## src/rtl/vdu_writer_pkg.sv

```systemverilog
// Shared definitions for the VDU text writer: geometry defaults, control codes,
// FSM and cursor-operation encodings, and the linear address helper.
package vdu_writer_pkg;

  localparam int unsigned COLS_DEF  = 80;
  localparam int unsigned ROWS_DEF  = 25;
  localparam logic [7:0]  BLANK_DEF = 8'h20;

  localparam int unsigned ADDR_W = 11;
  localparam int unsigned COL_W  = 7;
  localparam int unsigned ROW_W  = 5;

  localparam logic [7:0] CODE_BS = 8'h08;
  localparam logic [7:0] CODE_LF = 8'h0A;
  localparam logic [7:0] CODE_FF = 8'h0C;
  localparam logic [7:0] CODE_CR = 8'h0D;

  typedef enum logic [2:0] {
    StIdle,
    StPut,
    StScrollRd,
    StScrollWr,
    StClear
  } state_e;

  typedef enum logic [2:0] {
    CurNone,
    CurAdvance,
    CurCr,
    CurLf,
    CurBs,
    CurHome
  } cursor_op_e;

  // row*cols + col as a sum of shifted rows; with a constant cols this folds to
  // a few adders (80 -> row<<6 + row<<4).
  function automatic logic [ADDR_W-1:0] lin_addr(input logic [ROW_W-1:0]  row,
                                                 input logic [COL_W-1:0]  col,
                                                 input logic [ADDR_W-1:0] cols);
    logic [ADDR_W-1:0] acc;
    acc = ADDR_W'(col);
    for (int b = 0; b < ADDR_W; b++) begin
      if (cols[b]) acc = acc + (ADDR_W'(row) << b);
    end
    return acc;
  endfunction

endpackage

```

## src/rtl/vdu_cursor.sv

```systemverilog
// Text cursor: column/row counters with advance, wrap, CR, LF, BS and home.
// scroll_req flags that the requested operation runs off the bottom of the screen.
module vdu_cursor
  import vdu_writer_pkg::*;
#(
  parameter int unsigned COLS = COLS_DEF,
  parameter int unsigned ROWS = ROWS_DEF
) (
  input  logic             clk,
  input  logic             reset,
  input  cursor_op_e       op,
  output logic [COL_W-1:0] col,
  output logic [ROW_W-1:0] row,
  output logic             scroll_req
);

  localparam logic [COL_W-1:0] LAST_COL = COL_W'(COLS - 1);
  localparam logic [ROW_W-1:0] LAST_ROW = ROW_W'(ROWS - 1);

  // Scroll is needed when a wrap or line feed would leave the last row.
  always_comb begin
    scroll_req = 1'b0;
    case (op)
      CurAdvance: scroll_req = (col == LAST_COL) && (row == LAST_ROW);
      CurLf:      scroll_req = (row == LAST_ROW);
      default:    scroll_req = 1'b0;
    endcase
  end

  // Counter update; on the last row the row holds and the writer scrolls instead.
  always_ff @(posedge clk or posedge reset) begin
    if (reset) begin
      col <= '0;
      row <= '0;
    end else begin
      case (op)
        CurAdvance: begin
          if (col == LAST_COL) begin
            col <= '0;
            if (row != LAST_ROW) row <= row + 1'b1;
          end else begin
            col <= col + 1'b1;
          end
        end
        CurCr: col <= '0;
        CurLf: begin
          if (row != LAST_ROW) row <= row + 1'b1;
        end
        CurBs: begin
          if (col != '0) col <= col - 1'b1;
        end
        CurHome: begin
          col <= '0;
          row <= '0;
        end
        default: ;
      endcase
    end
  end

endmodule

```

## src/rtl/vdu_writer.sv

```systemverilog
// VDU text writer: takes character/control codes from the CPU port and turns
// them into video RAM writes, including scroll-up and full-screen clear.
module vdu_writer
  import vdu_writer_pkg::*;
#(
  parameter int unsigned COLS  = COLS_DEF,
  parameter int unsigned ROWS  = ROWS_DEF,
  parameter logic [7:0]  BLANK = BLANK_DEF
) (
  input  logic              clk,
  input  logic              reset,
  input  logic [7:0]        din,
  input  logic              din_valid,
  output logic              din_ready,
  output logic [ADDR_W-1:0] mem_addr,
  output logic [7:0]        mem_wdata,
  output logic              mem_we,
  output logic              mem_re,
  input  logic [7:0]        mem_rdata,
  output logic [COL_W-1:0]  cursor_col,
  output logic [ROW_W-1:0]  cursor_row,
  output logic              busy
);

  localparam logic [ADDR_W-1:0] COLS_A        = ADDR_W'(COLS);
  localparam logic [ADDR_W-1:0] SCROLL_LAST   = ADDR_W'(COLS * (ROWS - 1) - 1);
  localparam logic [ADDR_W-1:0] LAST_ROW_BASE = ADDR_W'(COLS * (ROWS - 1));
  localparam logic [ADDR_W-1:0] SCREEN_LAST   = ADDR_W'(COLS * ROWS - 1);

  state_e            state;
  logic [ADDR_W-1:0] idx;
  logic [7:0]        wdata_q;
  logic              scroll_pend;
  logic              accept;
  logic              printable;
  logic              scroll_req;
  cursor_op_e        cur_op;

  vdu_cursor #(
    .COLS(COLS),
    .ROWS(ROWS)
  ) u_cursor (
    .clk       (clk),
    .reset     (reset),
    .op        (cur_op),
    .col       (cursor_col),
    .row       (cursor_row),
    .scroll_req(scroll_req)
  );

  // Decode an accepted code into a cursor operation.
  always_comb begin
    accept    = din_valid && (state == StIdle);
    printable = (din >= 8'h20) && (din <= 8'h7E);
    cur_op    = CurNone;
    if (accept) begin
      if (printable) begin
        cur_op = CurAdvance;
      end else begin
        case (din)
          CODE_CR: cur_op = CurCr;
          CODE_LF: cur_op = CurLf;
          CODE_BS: cur_op = CurBs;
          CODE_FF: cur_op = CurHome;
          default: cur_op = CurNone;
        endcase
      end
    end
  end

  // Main FSM; each transition loads the memory strobes for the state it enters.
  always_ff @(posedge clk or posedge reset) begin
    if (reset) begin
      state       <= StClear;
      idx         <= '0;
      mem_we      <= 1'b0;
      mem_re      <= 1'b0;
      mem_addr    <= '0;
      wdata_q     <= '0;
      scroll_pend <= 1'b0;
    end else begin
      case (state)
        StIdle: begin
          if (accept) begin
            if (printable) begin
              state       <= StPut;
              mem_we      <= 1'b1;
              mem_addr    <= lin_addr(cursor_row, cursor_col, COLS_A);
              wdata_q     <= din;
              scroll_pend <= scroll_req;
            end else if (scroll_req) begin
              // Line feed on the last row.
              state    <= StScrollRd;
              mem_re   <= 1'b1;
              mem_addr <= COLS_A;
              idx      <= '0;
            end else if (din == CODE_FF) begin
              state    <= StClear;
              mem_we   <= 1'b1;
              mem_addr <= '0;
              wdata_q  <= BLANK;
              idx      <= '0;
            end
          end
        end
        StPut: begin
          mem_we <= 1'b0;
          if (scroll_pend) begin
            state    <= StScrollRd;
            mem_re   <= 1'b1;
            mem_addr <= COLS_A;
            idx      <= '0;
          end else begin
            state <= StIdle;
          end
        end
        StScrollRd: begin
          state    <= StScrollWr;
          mem_re   <= 1'b0;
          mem_we   <= 1'b1;
          mem_addr <= idx;
        end
        StScrollWr: begin
          if (idx == SCROLL_LAST) begin
            state    <= StClear;
            wdata_q  <= BLANK;
            mem_addr <= LAST_ROW_BASE;
            idx      <= LAST_ROW_BASE;
          end else begin
            state    <= StScrollRd;
            mem_we   <= 1'b0;
            mem_re   <= 1'b1;
            mem_addr <= idx + COLS_A + 11'd1;
            idx      <= idx + 11'd1;
          end
        end
        StClear: begin
          if (!mem_we) begin
            // First cycle after reset: strobes were forced off, so issue idx itself.
            mem_we   <= 1'b1;
            mem_addr <= idx;
            wdata_q  <= BLANK;
          end else if (idx == SCREEN_LAST) begin
            state  <= StIdle;
            mem_we <= 1'b0;
          end else begin
            mem_addr <= idx + 11'd1;
            idx      <= idx + 11'd1;
          end
        end
        default: begin
          state  <= StIdle;
          mem_we <= 1'b0;
          mem_re <= 1'b0;
        end
      endcase
    end
  end

  // Scroll writes forward the read data, which arrives the cycle after mem_re.
  always_comb begin
    mem_wdata = (state == StScrollWr) ? mem_rdata : wdata_q;
    din_ready = (state == StIdle);
    busy      = (state != StIdle);
  end

endmodule

```

## config.mk

```make
export PLATFORM = sky130hd
export DESIGN_NAME = vdu_writer
export DESIGN_NICKNAME = d
export VERILOG_FILES = /design/src/rtl/vdu_writer_pkg.sv /design/src/rtl/vdu_cursor.sv /design/src/rtl/vdu_writer.sv
export SDC_FILE = /design/constraint.sdc
export NUM_CORES = 1
export LEC_CHECK = 0
export BUFFER_PORTS_ARGS = -buffer_cell sky130_fd_sc_hd__clkbuf_2
export CAP_MARGIN = 20
export CELL_PAD_IN_SITES_DETAIL_PLACEMENT = 1
export CELL_PAD_IN_SITES_GLOBAL_PLACEMENT = 2
export CORE_AREA = 2 2 104 126
export CTS_BUF_LIST = sky130_fd_sc_hd__clkbuf_8
export DETAILED_ROUTE_END_ITERATION = 10
export DIE_AREA = 0 0 106 128
export GPL_ROUTABILITY_DRIVEN = 0
export GPL_TIMING_DRIVEN = 0
export PLACE_DENSITY = 0.8
export SLEW_MARGIN = 20
export SYNTH_ARGS = -nofsm -noshare
export SYNTH_HDL_FRONTEND = slang
export SYNTH_HIERARCHICAL = 1
export SYNTH_SLANG_ARGS = --single-unit
```

## constraint.sdc

```tcl
create_clock -name clk -period 3.6 [get_ports clk]
set_input_delay 0.36 -clock clk [delete_from_list [all_inputs] [get_ports clk]]
set_output_delay 0.36 -clock clk [all_outputs]
set_load 0.1 [all_outputs]
```

==> results of run 1 <==
-- cell usage after synthesis, types with 7 or more instances --
| master | instances | area share [%] |
|---|---|---|
| nand2_1 | 48 | 4.5 |
| dfrtp_1 | 47 | 29 |
| a21oi_1 | 43 | 5.4 |
| o21ai_0 | 35 | 4.4 |
| nor2_1 | 23 | 2.2 |
| clkbuf_1 | 19 | 1.8 |
| inv_1 | 16 | 1.5 |
| nand3_1 | 16 | 2.0 |
| nor3_1 | 16 | 2.0 |
| o31ai_1 | 13 | 2.4 |
| ha_1 | 12 | 3.7 |
| o22ai_1 | 10 | 1.6 |
| a21o_1 | 8 | 1.5 |
| buf_2 | 7 | 0.87 |
| mux2i_1 | 7 | 1.7 |
| xnor2_1 | 7 | 1.5 |
| xor2_1 | 7 | 1.5 |
-- routing by layer --
metal	track usage, %	routed length [um]
met4	5.11	179
met5	0	0
met1	25.2	5900
met2	37.1	6860
met3	2.85	383
-- repair_timing --
| action | in CTS | in global routing |
|---|---|---|
| resized for setup | 2 | 13 |
| hold buffers | 0 | 0 |
| endpoints found under the setup margin | 8 | 25 |
| pin swaps | 0 | 1 |
| setup buffers | 0 | 2 |
-- power groups by stage --
| stage | Combinational, uW | Sequential [uW] | Clock (uW) |
|---|---|---|---|
| after global placement | 2110 | 832 | 0 |
| after detailed placement | 2150 | 843 | 0 |
| after global routing | 2310 | 854 | 477 |
| after CTS | 2160 | 832 | 467 |
| after floorplan | 1180 | 1370 | 0 |
| final | 2180 | 829 | 456 |
-- how the worst max path moves through the flow --
stage,startpoint,to,depth (start not counted)
final,state[0]$_DFFE_PP0P_,mem_addr[1]$_DFFE_PP0P_,14
after global routing,state[0]$_DFFE_PP0P_,idx[8]$_DFFE_PP0P_,13
after CTS,state[0]$_DFFE_PP0P_,wdata_q[5]$_DFFE_PP0P_,11
after detailed placement,din[1],idx[10]$_DFFE_PP0P_,14
after global placement,din[1],idx[10]$_DFFE_PP0P_,14
after floorplan,state[2]$_DFFE_PP1P_,mem_wdata[0],5
-- registers in the layout (all words and copies together), names as in the netlist, 3 cells and up --
signal,count
idx,11
mem_addr,11
state,3
u_cursor/col,7
u_cursor/row,5
wdata_q,8
-- per-stage QoR --
stage          instances  worst slack, ps
6_report             704              221
5_1_grt              704            -18.5
4_1_cts              702             16.2
3_5_place_dp         694             -395
3_3_place_gp         693             -305
2_1_floorplan        478             -150
-- logic make-up (layout without fill, tap and decap cells) --
logic type,after synthesis,count (layout),synth area share [%]
AND/OR/NAND/NOR,168,168,23.5
buffers and inverters,52,114,6.21
adder cells (fa/ha/maj),14,14,4.74
XOR/XNOR,14,14,3.06
AO/OA/AOI/OAI,166,166,27.8
flip-flops,48,48,30.0
multiplexers,16,16,4.65
-- area by class of cell --
| cell class | instances | area (sq um) | share of cell area [%] |
|---|---|---|---|
| Multi-Input combinational cell | 378 | 2600 | 55.3 |
| Sequential cell | 48 | 1200 | 25.6 |
| Timing Repair Buffer | 54 | 298 | 6.34 |
| Tap cell | 164 | 205 | 4.37 |
| Buffer | 35 | 198 | 4.21 |
| Clock buffer | 7 | 96.3 | 2.05 |
| Inverter | 17 | 68.8 | 1.47 |
| Clock inverter | 1 | 30.0 | 0.639 |
==> results.env, run 1 <==
CLOCK_POWER_SHARE_PCT=13.2
DIE_AREA_SQ_MM=0.0136
DRT_WL_CELL_UM=18.9
FINAL.MIN_CLOCK_PERIOD_PS=3380
SLOWEST_DELAY_PS=440
LAYOUT.CELLS.MOST_COMMON='clkbuf_2'
VIA_COUNT=4008
CRITICAL_PATH.TOP_DELAY_FAMILY='simple AND/OR/NAND/NOR gates'
POSTROUTEANTENNANETS=0
DRV_CAP=0
RR_WORST_DEPTH=14
SEQPWRFRAC_PCT=23.9
FP-ROW-COUNT=45
CLKTRANSATPATHREGS_PS=100
RRSETUPSLACK_PS=220
DESIGN_POWER_TOTAL_uW=3460
FIN_UTIL_PCT=37.7
H-TREE-DEPTH=2
POSTSYNTHREGISTERBITS=48
DIE_HEIGHT_UM=128
PATH_CELLS='or3_1 -> clkbuf_4 -> clkinv_4 -> nand3_1 -> nor3_1 -> clkbuf_4 -> nor2_1 -> nor4b_1 -> clkbuf_4 -> a41oi_1 -> nand3_2 -> and2_4 -> buf_6 -> mux2_4'
POSTSYNTHAREAPERCELL_SQ_UM=8.39
POWER_DENSITY_mW_PER_MM2=737
WIRE_LENGTH_OF_THE_FIRST_GLOBAL_ROUTING_PASS_MM=21.8
COREAREA_SQ_MM=0.0124
GRT_START_MAX_NET_PINS=20
DP_AREA_SQ_MM=0.00451
P_SWITCHING_uW=2030
SYNTH_NETS=511
CELL_INTERNAL_PWR_uW=1440
HOLD_PATH_CLASS='input pin to async pin'
CHIPWIDTH_UM=106
AREA_DELTA_SYNTH_FINAL_PCT=17.1
TIMING.CRITICAL_PATH.MODE_CELL='clkbuf_4'
DESIGN.PORTCOUNT=54
CLK_LATENCY_PS=320
ANTENNA-DIODE-COUNT=0
MAX-VDD-IR-DROP_V=0.000443
YS_ASYNC_SR_FRACTION_PCT=100
SLEW_HEADROOM_PCT=52.9
TIMING.CRITICAL_PATH.BUF_INV=5
DRC_ERRORS=0
TIMING.CLOCK.SKEW_PS=11.4
POST_ROUTE_CELLS_DRIVE_ABOVE_1_SHARE_PCT=21.7
DRT_FIRST_ITER_VIOLATIONS=164
DRT_PRE_ANTENNA_ITERS=4
STATUS='finished clean'
LAYOUT.FILLER_CELLS=1506
TRITONCTS='yes'
WORSTREG2REGSTART='state[0]$_DFFE_PP0P_'
TIMING.HOLD.WS_PS=33.8
WORST_PIN_SLEW_PS=705
PORT_BUFFERS=51
SYNTH_TOP_FLOP_CELL='dfrtp_1'
MOST_FREQUENT_CELLS_IN_THE_LAYOUT='clkbuf_2 (53), nand2_1 (48), dfrtp_1 (47), a21oi_1 (43), o21ai_0 (34)'
SYNTH_ENABLE_FLOP_CELLS=0
GRT_PASS1_VIAS=4131
MAXCLOCKFREQUENCY_MHz=296
GRT.OVERFLOW.TOTAL=0
GR-USAGE-ALL-LAYERS_PCT=20.3
CTS_MAX_PATH_BUFFERS=2
CLK_ROOT_BUFFER_CELL='clkbuf_8'
SWITCHING_SHARE_PCT=58.5
WORST-PATH-MAX-FANOUT=10
NUMCLOCKSINKS=48
TIMING.FINAL.SETUP_VIOLATIONS=0
LEAKAGE_uW=0.00210
TNS_PS=0
YS_SEQ_AREA_SHARE_PCT=30.0
ANTENNA_VIOLATIONS_BEFORE_REPAIR=0
FINISHED_CELL_AREA_SQ_MM=0.00470
DESIGN.FINAL.NETS=572
CP_SLOWEST_CELL='dfrtp_1'
POSTROUTEWIRELENGTH_MM=13.3
CRIT_TYPE='flop to flop'
REQUIRED_PS=3810
START_KIND='flop'
DP_HPWL_MM=10.4
NUMBER_OF_SYNTHESIS_WARNINGS=6
START_UTIL_PCT=32.2
POSTSYNTHCELLCOUNT=478
WORST_R2R_ENDPOINT='mem_addr[1]$_DFFE_PP0P_'
SYN-CELL-AREA_SQ_MM=0.00401
TIMING.FINAL.HOLD_VIOLATIONS=0
COMB_POWER_SHARE_PCT=62.9
CP-END-KIND='flop'
TCRIT_TCLK_FINAL_PCT=93.9
SYNTH.LIB_CELLS_USED.DISTINCT=82
ROUTE.DETAILED.VIAS_PER_INST=5.69
WORSTPATHARRIVAL_PS=3590
TRITONCTS.NUM_BUFFERS=5
SLEW_LIMIT_FAILS=0
(Power assumes the default switching activity.)
==> run 2, diff against run 1 <==
--- a/config.mk
+++ b/config.mk
@@ -6,16 +6,15 @@
 export NUM_CORES = 1
 export LEC_CHECK = 0
 export BUFFER_PORTS_ARGS = -buffer_cell sky130_fd_sc_hd__clkbuf_2
-export CAP_MARGIN = 20
 export CELL_PAD_IN_SITES_DETAIL_PLACEMENT = 1
 export CELL_PAD_IN_SITES_GLOBAL_PLACEMENT = 2
-export CORE_AREA = 2 2 104 126
-export CTS_BUF_LIST = sky130_fd_sc_hd__clkbuf_8
+export CORE_AREA = 2 2 106 128
+export CTS_BUF_LIST = sky130_fd_sc_hd__clkbuf_8 sky130_fd_sc_hd__clkbuf_16
 export DETAILED_ROUTE_END_ITERATION = 10
-export DIE_AREA = 0 0 106 128
+export DIE_AREA = 0 0 108 130
 export GPL_ROUTABILITY_DRIVEN = 0
 export GPL_TIMING_DRIVEN = 0
-export PLACE_DENSITY = 0.8
+export PLACE_DENSITY = 0.77
 export SLEW_MARGIN = 20
 export SYNTH_ARGS = -nofsm -noshare
 export SYNTH_HDL_FRONTEND = slang
==> results.env, run 2 (synthesis gave the netlist of run 1 again) <==
HOLD_PATH_CLASS='input pin to async pin'
WORSTPATHARRIVAL_PS=3480
POWER_DENSITY_mW_PER_MM2=740
SLOWEST_DELAY_PS=420
PATH_CELLS='or3_1 -> clkbuf_4 -> clkinv_4 -> nand3_1 -> nor3_1 -> clkbuf_4 -> nor2_1 -> nor4b_1 -> buf_4 -> a41oi_1 -> nand3_2 -> and2_4 -> buf_6 -> mux2_4'
WORST_R2R_ENDPOINT='mem_addr[3]$_DFFE_PP0P_'
MET1_USAGE_PCT=24.8
TIMING.CLOCK.SKEW_PS=3.21
DIE_AREA_SQ_MM=0.0140
WORST-PATH-MAX-FANOUT=10
COREAREA_SQ_MM=0.0129
RRSETUPSLACK_PS=310
CRIT_TYPE='flop to flop'
CLKTRANSATPATHREGS_PS=70
STATUS='finished clean'
POSTROUTEWIRELENGTH_MM=13.4
SLEW_HEADROOM_PCT=52.9
LAYOUT.CELLS.MOST_COMMON='clkbuf_2'
H-TREE-DEPTH=2
FP-ROW-COUNT=46
START_UTIL_PCT=31.0
MAX-VDD-IR-DROP_V=0.000528
ANTENNA_VIOLATIONS_BEFORE_REPAIR=0
WORST_PIN_SLEW_PS=699
DESIGN_POWER_TOTAL_uW=3500
DP_AREA_SQ_MM=0.00451
ROUTE.DETAILED.VIAS_PER_INST=5.59
CRITICAL_PATH.ENDPOINT='mem_addr[3]$_DFFE_PP0P_'
GRT_START_MAX_NET_PINS=26
TCRIT_TCLK_FINAL_PCT=91.5
NUMCLOCKSINKS=48
CLK_LATENCY_PS=300
SLEW_LIMIT_FAILS=0
TOP_USAGE_LAYER='met2'
DRT_WL_CELL_UM=18.8
WIRE_LENGTH_OF_THE_FIRST_GLOBAL_ROUTING_PASS_MM=21.7
RSZ0062_AT_GRT='false'
DESIGN.PORTCOUNT=54
PRE_CTS_WS_PS=-359
RR_WORST_DEPTH=14
TIMING.CRITICAL_PATH.MODE_CELL='clkbuf_4'
CP_SLOWEST_CELL='dfrtp_1'
DP_HPWL_MM=10.5
DRC_ERRORS=0
TRITONCTS='yes'
DRT_PRE_ANTENNA_ITERS=4
ANTENNA-DIODE-COUNT=0
REQUIRED_PS=3780
POST_ROUTE_CELLS_DRIVE_ABOVE_1_SHARE_PCT=21.9
LEAKAGE_uW=0.00212
PORT_BUFFERS=51
WORSTREG2REGSTART='state[0]$_DFFE_PP0P_'
MAXCLOCKFREQUENCY_MHz=304
REG_TOP3='idx (11), mem_addr (11), wdata_q (8)'
GR-USAGE-ALL-LAYERS_PCT=19.6
VIA_COUNT=3983
LAYOUT.FILLER_CELLS=1568
POSTCTSHOLDBUFS=0
DESIGN.FINAL.NETS=576
POSTROUTEANTENNANETS=0
AREA_USED_BY_MULTI_INPUT_COMBINATIONAL_LOGIC_SQ_MM=0.00258
TIMING.HOLD.WS_PS=16.5
CLK_ROOT_BUFFER_CELL='clkbuf_16'
TIMING.FINAL.SETUP_VIOLATIONS=0
GROUTE.LAYER.MET3.USAGE_PCT=3.05
TRITONCTS.NUM_BUFFERS=5
SETUP.WORST_PATH.START='state[0]$_DFFE_PP0P_'
FINAL.MIN_CLOCK_PERIOD_PS=3290
MOST_FREQUENT_CELLS_IN_THE_LAYOUT='clkbuf_2 (53), nand2_1 (48), dfrtp_1 (47), a21oi_1 (43), o21ai_0 (34)'
FINISHED_CELL_AREA_SQ_MM=0.00473
CHIPWIDTH_UM=108
DIE_HEIGHT_UM=130
START_KIND='flop'
FINAL_CRITICAL_PATH_SETUP_SLACK_PS=306
CP-END-KIND='flop'
AREA_DELTA_SYNTH_FINAL_PCT=18.1
GRT_UTIL_MET2_PCT=35.1
TIMING.FINAL.HOLD_VIOLATIONS=0
DRV_CAP=0
GRT.OVERFLOW.TOTAL=0
SEQCELLAREA_SQ_MM=0.00120
GRT_PASS1_VIAS=4114
CTS_MAX_PATH_BUFFERS=2
DRT_FIRST_ITER_VIOLATIONS=158
==> run 2: changes by cell type in the layout (fill, tap and decap cells not counted), sizes merged <==
| cell | delta |
|---|---|
| buf | +5 |
| clkinv | +2 |
| clkbuf | -2 |
| bufinv | -1 |
==> run 2: cell type report <==
type / instances / share of cell area [%]
Buffer: 35 / 4.18
Clock buffer: 6 / 2.93
Clock inverter: 2 / 0.211
Inverter: 17 / 1.45
Multi-Input combinational cell: 378 / 54.6
Sequential cell: 48 / 25.4
Tap cell: 168 / 4.44
Timing Repair Buffer: 58 / 6.77
==> run 2: worst min path at each step <==
stage,cells past startpoint,startpoint,slack (ps),end
after floorplan,1,reset,220,u_cursor/col[0]$_DFFE_PP0P_
after global placement,2,reset,420,u_cursor/col[1]$_DFFE_PP0P_
after detailed placement,2,reset,340,mem_addr[4]$_DFFE_PP0P_
after CTS,2,reset,20,mem_addr[4]$_DFFE_PP0P_
after global routing,2,reset,40,mem_addr[4]$_DFFE_PP0P_
final,2,reset,20,mem_addr[2]$_DFFE_PP0P_
==> run 2: metrics by stage <==
step / cells / utilization (%) / TNS [ps]
floorplan: 478 / - / -898
global placement: 697 / 34.7 / -2850
detailed placement: 698 / 34.8 / -5240
CTS: 706 / 36.0 / 0
global route: 712 / 36.6 / 0
finish: 712 / 36.6 / 0
==> run 2: power breakdown <==
group	internal [uW]	switching, uW	leakage, uW
clock	275	220	0.0000766
sequential	683	145	0.000631
combinational	513	1670	0.00141
==> run 2: per-layer routing <==
| metal | up-vias | part of all wire, % |
|---|---|---|
| li1 | 1926 | - |
| met1 | 1976 | 44 |
| met2 | 69 | 51 |
| met3 | 12 | 3.4 |
| met4 | 0 | 1.4 |
| met5 | - | 0 |
==> run 2: worst max-delay path: cells and delay by family (launching register included) <==
kind / cells / cell delay [ps]
and+or+nand+nor: 7 / 1460
buffers and inverters: 5 / 880
DFF: 1 / 420
muxes: 1 / 310
AOI/OAI and AO/OA: 1 / 90
==> run 2: timing repair <==
item	4_1_cts	5_1_grt
buffers inserted	0	6
pin swaps	0	1
endpoints found under the setup margin	8	28
resized for setup	2	12
